==> config.mk <==
export PLATFORM = sky130hd
export DESIGN_NAME = dispensador_troco
export DESIGN_NICKNAME = d
export VERILOG_FILES = /design/src/rtl/dispensador_troco.sv
export SDC_FILE = /design/constraint.sdc
export NUM_CORES = 1
export LEC_CHECK = 0
export CAP_MARGIN = 15
export CORE_MARGIN = 3
export CORE_UTILIZATION = 50
export DETAILED_ROUTE_END_ITERATION = 8
export PLACE_DENSITY = 0.74
export SKIP_CTS_REPAIR_TIMING = 1
export SYNTH_ARGS = -nofsm -noshare
export SYNTH_HDL_FRONTEND = slang
export SYNTH_SLANG_ARGS = --single-unit
==> constraint.sdc <==
create_clock -name clk -period 6.3 [get_ports clk]
set_input_delay 1.26 -clock clk [delete_from_list [all_inputs] [get_ports clk]]
set_output_delay 1.26 -clock clk [all_outputs]
set_load 0.02 [all_outputs]
==> src/rtl/dispensador_troco.sv <==
// Product release and change dispenser for a vending machine.
// On a purchase request it compares the captured credit with the price of the
// selected product, asks for the product to be released, and ejects the change
// (or the full refund) one greedy coin at a time with a handshake per coin.
module dispensador_troco #(
  parameter int PRECO_P0 = 4,
  parameter int PRECO_P1 = 5,
  parameter int PRECO_P2 = 6,
  parameter int PRECO_P3 = 8
) (
  input  logic       clk,
  input  logic       reset,
  input  logic       comparar,
  input  logic [3:0] valorAcumulado,
  input  logic [1:0] produtoSel,
  input  logic       produtoRetirado,
  input  logic       trocoAceito,
  output logic       liberaProduto,
  output logic       trocoValido,
  output logic [1:0] trocoMoeda,
  output logic       insuficiente,
  output logic       ocupado
);

  localparam logic [1:0] OCIOSO  = 2'd0;
  localparam logic [1:0] COMPARA = 2'd1;
  localparam logic [1:0] LIBERA  = 2'd2;
  localparam logic [1:0] TROCO   = 2'd3;

  // Largest credit the coin accumulator can legally report.
  localparam logic [3:0] SALDO_MAX = 4'd8;

  logic [1:0] state_reg, state_next;
  logic [3:0] shadow_reg, shadow_next;
  logic [3:0] saldo_reg, saldo_next;
  logic [3:0] resto_reg, resto_next;
  logic [1:0] sel_reg, sel_next;
  logic       libera_reg, libera_next;
  logic       valido_reg, valido_next;
  logic [1:0] moeda_reg, moeda_next;
  logic       insuf_reg, insuf_next;
  logic       ocupado_reg, ocupado_next;

  logic [3:0] preco;
  logic [3:0] resto_sub;

  // Greedy coin choice for a given remaining amount (quarter units).
  function automatic logic [1:0] moeda_de(input logic [3:0] valor);
    if (valor >= 4'd4)      moeda_de = 2'b11;
    else if (valor >= 4'd2) moeda_de = 2'b10;
    else                    moeda_de = 2'b01;
  endfunction

  // Value in quarter units of a coin code.
  function automatic logic [3:0] valor_de(input logic [1:0] moeda);
    case (moeda)
      2'b11:   valor_de = 4'd4;
      2'b10:   valor_de = 4'd2;
      2'b01:   valor_de = 4'd1;
      default: valor_de = 4'd0;
    endcase
  endfunction

  // Price lookup by the index latched at the start of the purchase.
  always_comb begin
    case (sel_reg)
      2'd0:    preco = 4'(PRECO_P0);
      2'd1:    preco = 4'(PRECO_P1);
      2'd2:    preco = 4'(PRECO_P2);
      default: preco = 4'(PRECO_P3);
    endcase
  end

  // Next-state and next-output logic; every output is registered below.
  always_comb begin
    state_next  = state_reg;
    shadow_next = shadow_reg;
    saldo_next  = saldo_reg;
    resto_next  = resto_reg;
    sel_next    = sel_reg;
    libera_next = libera_reg;
    valido_next = valido_reg;
    moeda_next  = moeda_reg;
    insuf_next  = 1'b0;
    resto_sub   = resto_reg - valor_de(moeda_reg);

    case (state_reg)
      OCIOSO: begin
        // The accumulator clears as comparar rises, so the purchase uses the
        // credit captured on the previous edge.
        shadow_next = valorAcumulado;
        if (comparar) begin
          saldo_next = shadow_reg;
          sel_next   = produtoSel;
          state_next = COMPARA;
        end
      end
      COMPARA: begin
        if (saldo_reg == 4'd0 || saldo_reg > SALDO_MAX) begin
          state_next = OCIOSO;
        end else if (saldo_reg >= preco) begin
          resto_next  = saldo_reg - preco;
          libera_next = 1'b1;
          state_next  = LIBERA;
        end else begin
          resto_next  = saldo_reg;
          insuf_next  = 1'b1;
          valido_next = 1'b1;
          moeda_next  = moeda_de(saldo_reg);
          state_next  = TROCO;
        end
      end
      LIBERA: begin
        if (produtoRetirado) begin
          libera_next = 1'b0;
          if (resto_reg != 4'd0) begin
            valido_next = 1'b1;
            moeda_next  = moeda_de(resto_reg);
            state_next  = TROCO;
          end else begin
            state_next = OCIOSO;
          end
        end
      end
      TROCO: begin
        if (trocoAceito) begin
          resto_next = resto_sub;
          if (resto_sub == 4'd0) begin
            valido_next = 1'b0;
            moeda_next  = 2'b00;
            state_next  = OCIOSO;
          end else begin
            moeda_next = moeda_de(resto_sub);
          end
        end
      end
      default: state_next = OCIOSO;
    endcase

    ocupado_next = (state_next != OCIOSO);
  end

  // State and output registers with asynchronous clear.
  always_ff @(posedge clk or posedge reset) begin
    if (reset) begin
      state_reg   <= OCIOSO;
      shadow_reg  <= 4'd0;
      saldo_reg   <= 4'd0;
      resto_reg   <= 4'd0;
      sel_reg     <= 2'd0;
      libera_reg  <= 1'b0;
      valido_reg  <= 1'b0;
      moeda_reg   <= 2'b00;
      insuf_reg   <= 1'b0;
      ocupado_reg <= 1'b0;
    end else begin
      state_reg   <= state_next;
      shadow_reg  <= shadow_next;
      saldo_reg   <= saldo_next;
      resto_reg   <= resto_next;
      sel_reg     <= sel_next;
      libera_reg  <= libera_next;
      valido_reg  <= valido_next;
      moeda_reg   <= moeda_next;
      insuf_reg   <= insuf_next;
      ocupado_reg <= ocupado_next;
    end
  end

  assign liberaProduto = libera_reg;
  assign trocoValido   = valido_reg;
  assign trocoMoeda    = moeda_reg;
  assign insuficiente  = insuf_reg;
  assign ocupado       = ocupado_reg;

endmodule

### Yosys cells after proc, flatten, opt, wreduce, memory -nomap -nowiden

Index checks and enable logic that the tools add are counted.

* flip-flop bits (word level): 22
* input bits: 11
* output and inout port bits: 6
* word-level logic and storage cells: 91

* $add $sub $neg: 2
* magnitude comparators: 8
* equality and inequality tests: 15
* mux-type cells: 41
* reductions and logical operators: 15

Operator list (number)
* $mux 2: 18
* $ne 2x2->1 const B: 7
* $mux 1: 13
* $ge 4x2->1 const B: 3
* $ge 4x3->1 const B: 3
* $mux 4: 3
* $pmux 4 s3: 1
* $eq 2x2->1 const B: 5
* $pmux 3 s3: 1
* $logic_not 4->1: 2
* $pmux 2 s4: 1
* $pmux 4 s2: 1
* $sub 4x4->4: 2
* $reduce_and 7->1: 1
* $eq 2x1->1 const B: 3
* $pmux 2 s3: 1
* $reduce_and 6->1: 1
* $reduce_bool 2->1: 3
* $ge 4x4->1: 1
* $gt 4x4->1 const B: 1
* $logic_not 2->1: 2
* $reduce_and 4->1: 1
* $reduce_bool 4->1: 1
* $pmux 1 s3: 1
* 5 further kinds: 5

### Longest topological paths before layout

Gate-level depths: netlist (run 1).

* depth after elaboration: 9
* mapped depth: 10
* depth with buffers taken out: 10

### Least setup slack after synthesis (run 1)

No wires, ideal clock.

* path kind: register -> register
* from: reg moeda_reg[0] (netlist: trocoMoeda[0])
* to: reg ocupado_reg (netlist: ocupado)
* library setup time: 0.139 ns
* data arrival time: 2.164 ns
* data required time: 6.161 ns
* path slack: 3.997 ns
* cell stages (with the launch flop): 10
* path buffers: 0
* period minus slack after synthesis: 2.303 ns
* path through: dfrtp_1 > inv_1 > nor2_1 > ha_1 > inv_1 > fa_1 > xor2_1 > nor2_1 > a41oi_1 > or4_1

* cells in the longest elaborated chain, start to end: 8
* elaborated cells between the ends (all ways): 10
* those cells by class: add/sub (1); eq/ne (3); mux (4); reduce/logical (2)

RTL lines
* start, declared: line 40 `logic [1:0] moeda_reg, moeda_next;`
* start signal, assigned: line 164 `moeda_reg <= moeda_next;`
* $eq 2x1->1 / $eq 2x2->1 (equally long branches): line 56 `case (moeda)`
* $pmux 3 s3 *: line 56
* $sub 4x4->4 *: line 85 `resto_sub = resto_reg - valor_de(moeda_reg);`
* $logic_not 4->1 *: line 128 `if (resto_sub == 4'd0) begin`
* $mux 2 *: line 128
* $mux 2 *: line 126 `if (trocoAceito) begin`
* $pmux 2 s4 *: line 87 `case (state_reg)`
* $reduce_bool 2->1 *: line 140 `ocupado_next = (state_next != OCIOSO);`
* via ocupado_next: line 42 `logic ocupado_reg, ocupado_next;`
* end signal, assigned: line 166 `ocupado_reg <= ocupado_next;`
* end, declared: line 42

The timed path passes the listed nets; every way through them passes the cells marked *.
A chain may end at the register's enable or synchronous reset.

### Worst setup path after layout (run 1)

* from: reg moeda_reg[1] (netlist: trocoMoeda[1])
* to: out trocoMoeda[1]

RTL lines
* end, declared: line 20 `output logic [1:0] trocoMoeda,`

No word-level cell between the ends.

==> results of run 1 <==
per-stage QoR:
stage	utilization, %	cell area (um^2)	cells	worst slack, ns	hold WS [ns]
6_report	63.3	1620	190	3.67	0.506
5_1_grt	63.3	1620	190	3.62	0.551
4_1_cts	63.3	1620	190	3.67	0.508
3_5_place_dp	61.8	1590	186	3.64	0.478
3_3_place_gp	61.8	1590	186	3.65	0.458
2_1_floorplan	-	1400	143	4.00	0.446
power breakdown:
group / switching, mW / internal (mW)
logic: 0.329 / 0.290
registers: 0.0840 / 0.211
clock network: 0.0427 / 0.0353
total: 0.456 / 0.536
cell usage after synthesis (3+ instances only):
master | number | area [um^2]
dfrtp_1 | 22 | 551
inv_1 | 13 | 48.8
nand2_1 | 11 | 41.3
o21ai_0 | 9 | 45.0
a21oi_1 | 8 | 40.0
mux2_2 | 8 | 90.1
ha_1 | 7 | 87.6
nor2_1 | 6 | 22.5
a31oi_1 | 4 | 25.0
nand2b_1 | 4 | 25.0
clkbuf_1 | 3 | 11.3
nand3_1 | 3 | 15.0
nand3b_1 | 3 | 22.5
nor2b_1 | 3 | 18.8
or3_1 | 3 | 18.8
cells in the final DEF, fill, tap and decap left out, types with 6 or more instances in the layout:
cell type,n
dfrtp_1,22
o21ai_0,9
nand2_1,11
a21oi_1,8
nor2_1,6
ha_1,7
clkdlybuf4s50_1,16
mux2_2,8
inv_1,13
layer usage:
metal  share of wire [%]  vias up
met5                   0        -
met4                 1.8        0
met3                 3.9        6
met2                  51       33
met1                  43      564
li1                    -      553
layout make-up:
class	instances	share of cell area [%]
sequential	22	33.9
multi-input combinational	105	48.7
tap	30	2.31
inverter	13	3.00
clock buffer	4	2.23
timing repair buffer	16	9.86
worst max path at each step:
stage,end,slack (ns),depth (start not counted)
floorplan,ocupado$_DFF_PP0_,4.00,9
global placement,trocoMoeda[1]$_DFFE_PP0P_,3.65,4
detailed placement,trocoMoeda[1]$_DFFE_PP0P_,3.64,4
CTS,trocoMoeda[1],3.67,1
global route,trocoMoeda[1],3.62,1
finish,trocoMoeda[1],3.67,1
cell families (layout without fill, tap and decap cells):
group           count (synthesis)  after routing  synth area share [%]
compound gates                 37             37                  17.1
xor+xnor                        2              2                  1.25
fa+ha+maj                       9              9                  9.11
buf+inv                        16             33                  4.29
flops                          22             22                  39.3
mux                            10             10                  8.21
simple gates                   47             47                  20.7
==> results.ini, run 1 <==
[run_status]
status = finished, final reports clean

[critical_path]
r2r_end = trocoMoeda[1]$_DFFE_PP0P_
start_kind = flop
critPathRequiredTime_ns = 5.04
reg2reg_depth = 7
crit_type = flop to output pin
slowest_stage = clkdlybuf4s50_1
critPathArrivalTime_ns = 1.37
rrSetupSlack_ns = 3.80
crit_start = trocoMoeda[1]$_DFFE_PP0P_
r2r_start = sel_reg[0]$_DFFE_PP0P_
cp_cell_sequence = clkdlybuf4s50_1
cp.buffers_inverters = 1
cpPeakStageDelay_ns = 0.63
end_kind = output pin
crit_fanout = 5
cp_top_family = buffers and inverters

[cells_and_area]
final_nets = 181
areaGrowthSynthToFinish_pct = 15.9
multi_input_area_um2 = 791
n_antenna_cell = 0
fillers = 231
drive_gt1_share_pct = 11.9
seq_area_um2 = 551

[worst_hold_path]
min_from = shadow_reg[1]$_DFFE_PP0N_
hold_path_depth = 2
hold_end = saldo_reg[1]$_DFFE_PP0P_
hp-class = flop to flop

[placed_design]
routabilityCongestion = 0.837
port_buffers = 16
dpl.hpwl_um = 2320

[global_route]
grt_usage_pct = 19.0
use_met3_pct = 2.19
grt_pass1_vias = 1152
grt.met2_usage_pct = 35.3
grt_max_degree = 23
antenna_found_initial = 0
busiest_layer = met2
grt-ovfl-total = 0
use_met1_pct = 22.2
grt_first_pass_wirelength_um = 5070

[sta]
hold_violations = 0
tightest_slew_ns = 0.833
min_period_ns = 2.63
fin_skew_ns = 0.00164
setup_viol = 0
rsz0062_at_grt = no
slew_violations = 0
tns_ns = 0
fmax_mhz = 381
finalCritPeriodShare_pct = 41.7
max_slew_margin_pct = 44.4

[die]
die_area_um2 = 3470
die_x_um = 58.9
die_h_um = 58.9
coreArea_um2 = 2570
fp-row-count = 18
start_util_pct = 54.6
pin_count = 17

[route]
drcViolationCount = 0
drt-vias-per-instance = 6.08
vias = 1156
drtIter0Drc = 52
wire_per_inst_um = 15.6
final_antenna_net_count = 0
dr.pass1.iters = 4
postRouteWirelength_um = 2970

[job]
drv_cap = 0

[synth]
yosys_warnings = 0
synth_async_sr_flop_share_pct = 100
syn_avg_cell_area_um2 = 9.80
ys_seq_area_share_pct = 39.3
synth_flop_cell = dfrtp_1
synthCells = 143
synth_area_um2 = 1400
ys_types = 42
synth_enable_flop_cells = 0
syn_nets = 163
ys_ff_latch = 22

[pwr]
leakage_nw = 0.722
pwr_density_cell_nw_per_um2 = 610
power_mw = 0.991
vdd_ir_drop_max_mv = 0.329

[clock_tree]
cts-htree-levels = 1
cts.clk_slew.worst_paths_ns = 0.12
clock_latency_ns = 0.31
cts_tree = built
cts_root_buf = clkbuf_4
cts_buffer_depth = 2
cts_num_sinks = 22
numCtsBuffers = 3

Note: power is estimated with default switching activity, not from simulation.
==> inputs of run 2 (changes only) <==
Settings changed: CORE_UTILIZATION 50 to 49, PLACE_DENSITY 0.74 to 0.75.
Clock period 6.3 ns to 2.1 ns, I/O delays scaled along.
==> results.ini, run 2 (same netlist as run 1, synthesis figures left out) <==
[global_route]
grt_first_pass_wirelength_um = 5400  ; was 5070 um
busiest_layer = met2  ; unchanged
grt-ovfl-total = 0  ; unchanged
grt.met2_usage_pct = 37.6  ; was 35.3%
use_met1_pct = 23.3  ; was 22.2%
antenna_found_initial = 0  ; unchanged
grt_max_degree = 18  ; was 23
grt_pass1_vias = 1251  ; was 1,152
use_met3_pct = 3.05  ; was 2.19%
grt_usage_pct = 20.3  ; was 19.0%

[cells_and_area]
n_antenna_cell = 0  ; unchanged
fillers = 197  ; was 231
drive_gt1_share_pct = 32.0  ; was 11.9%
final_nets = 199  ; was 181
final_cell_mix = 20 x dfrtp_1, 18 x buf_4, 16 x clkdlybuf4s50_1  ; was 22 x dfrtp_1, 16 x clkdlybuf4s50_1, 13 x inv_1
stdcell_area_um2 = 1880  ; was 1620 um^2
utilization_pct = 72.5  ; was 63.3%
layout_commonest_cell = dfrtp_1  ; unchanged
areaGrowthSynthToFinish_pct = 34.0  ; was 15.9%
final_cells = 208  ; was 190
seq_area_um2 = 553  ; was 551 um^2
multi_input_area_um2 = 891  ; was 791 um^2

[pwr]
switching_share_pct = 43.5  ; was 46.0%
pwr_density_cell_nw_per_um2 = 2010  ; was 610 nW/um^2
power_switching_mw = 1.64  ; was 0.456 mW
clkPwrFrac_pct = 8.6  ; was 7.9%
leakage_nw = 0.826  ; was 0.722 nW
vdd_ir_drop_max_mv = 1.28  ; was 0.329 mV
comb_power_share_pct = 68.8  ; was 62.4%
power_mw = 3.78  ; was 0.991 mW
p_int_mw = 2.13  ; was 0.536 mW
seq_power_share_pct = 22.6  ; was 29.7%

[sta]
rsz0062_at_grt = yes  ; was no
fmax_mhz = 453
slew_violations = 0  ; unchanged
min_period_ns = 2.21
hold_ws_ns = 0.481  ; was 0.506 ns
setup_viol = 4  ; was 0
max_slew_margin_pct = 56.5  ; was 44.4%
finalCritPeriodShare_pct = 105
layout_setup_ws_ns = -0.106  ; was 3.67 ns
hold_violations = 0  ; unchanged
tns_ns = -0.260  ; was 0 ns
tightest_slew_ns = 0.652  ; was 0.833 ns
fin_skew_ns = 0.00462  ; was 0.00164 ns

[clock_tree]
numCtsBuffers = 3  ; unchanged
cts_root_buf = clkbuf_4  ; unchanged
cts.clk_slew.worst_paths_ns = 0.13  ; was 0.12 ns
clock_latency_ns = 0.31  ; about the same
cts_num_sinks = 22  ; unchanged
cts_tree = built  ; unchanged
cts-htree-levels = 1  ; unchanged
cts_buffer_depth = 2  ; unchanged

[run_status]
status = finished, violations left  ; was finished, final reports clean
violations = negative setup slack

[critical_path]
r2r_start = trocoMoeda[1]$_DFFE_PP0P_  ; was sel_reg[0]$_DFFE_PP0P_
crit_fanout = 4  ; was 5
critPathRequiredTime_ns = 2.28  ; was 5.04 ns
rrSetupSlack_ns = -0.11  ; was 3.80 ns
critPathArrivalTime_ns = 2.39  ; was 1.37 ns
r2r_end = ocupado$_DFF_PP0_  ; was trocoMoeda[1]$_DFFE_PP0P_
crit_end = ocupado$_DFF_PP0_  ; was trocoMoeda[1]
end_kind = flop  ; was output pin
start_kind = flop  ; unchanged
crit_start = trocoMoeda[1]$_DFFE_PP0P_  ; unchanged
reg2reg_depth = 8  ; was 7
crit_type = flop to flop  ; was flop to output pin

[worst_hold_path]
hp-class = input port to async pin  ; was flop to flop

[placed_design]
placed_cells = 200  ; was 186
port_buffers = 16  ; unchanged
dpl.hpwl_um = 2520  ; was 2320 um
pre_cts_ws_ns = -0.0996  ; was 3.64 ns
routabilityCongestion = 0.841  ; was 0.837
place_area_um2 = 1730  ; was 1590 um^2

[die]
die_h_um = 59.5  ; was 58.9 um
coreArea_um2 = 2590  ; was 2570 um^2
die_area_um2 = 3540  ; was 3470 um^2
fp-row-count = 18  ; unchanged
die_x_um = 59.5  ; was 58.9 um
pin_count = 17  ; unchanged
start_util_pct = 54.1  ; was 54.6%

[route]
postRouteWirelength_um = 3440  ; was 2970 um
dr.pass1.iters = 6  ; was 4
wire_per_inst_um = 16.5  ; was 15.6 um
drcViolationCount = 0  ; unchanged
vias = 1262  ; was 1,156
final_antenna_net_count = 0  ; unchanged
drtIter0Drc = 57  ; was 52
drt-vias-per-instance = 6.07  ; was 6.08

[job]
drv_cap = 0  ; unchanged

==> run 2: per-layer routing <==
metal	vias to the layer above	share of wire, %
met5	-	0
met4	0	1.3
met3	9	5.3
met2	50	54
met1	608	39
li1	595	-
==> run 2: worst min-delay path by stage <==
stage               slack (ns)                   endpoint  depth (start not counted)                       from
global route              0.54   saldo_reg[3]$_DFFE_PP0P_                          1  shadow_reg[3]$_DFFE_PP0N_
detailed placement        0.47   saldo_reg[1]$_DFFE_PP0P_                          2  shadow_reg[1]$_DFFE_PP0N_
CTS                       0.50  liberaProduto$_DFFE_PP0P_                          2                      reset
finish                    0.48  liberaProduto$_DFFE_PP0P_                          2                      reset
floorplan                 0.41     insuficiente$_DFF_PP0_                          1                      reset
global placement          0.46   saldo_reg[1]$_DFFE_PP0P_                          2  shadow_reg[1]$_DFFE_PP0N_
==> run 2: critical path, stage by stage, from the launching register on <==
cell,delay [ns]
dfrtp_2,0.45
nor2_2,0.11
ha_2,0.19
inv_2,0.04
fa_2,0.37
xor2_2,0.17
nor2_2,0.16
a41oi_2,0.15
or4_1,0.44
==> run 2: power by group through the flow <==
stage | Sequential, mW | Clock, mW | Combinational (mW)
6_report | 0.852 | 0.326 | 2.60
2_1_floorplan | 0.855 | 0 | 1.53
3_5_place_dp | 0.847 | 0 | 2.25
5_1_grt | 0.879 | 0.344 | 2.82
4_1_cts | 0.836 | 0.335 | 2.27
3_3_place_gp | 0.831 | 0 | 2.17
==> run 2: area by class of cell <==
type                            count  share of cell area [%]
Multi-Input combinational cell    105                    47.4
Sequential cell                    22                    29.4
Timing Repair Buffer               34                    15.7
Inverter                           13                    2.60
Tap cell                           30                    2.00
Clock inverter                      1                    1.60
Clock buffer                        3                    1.20
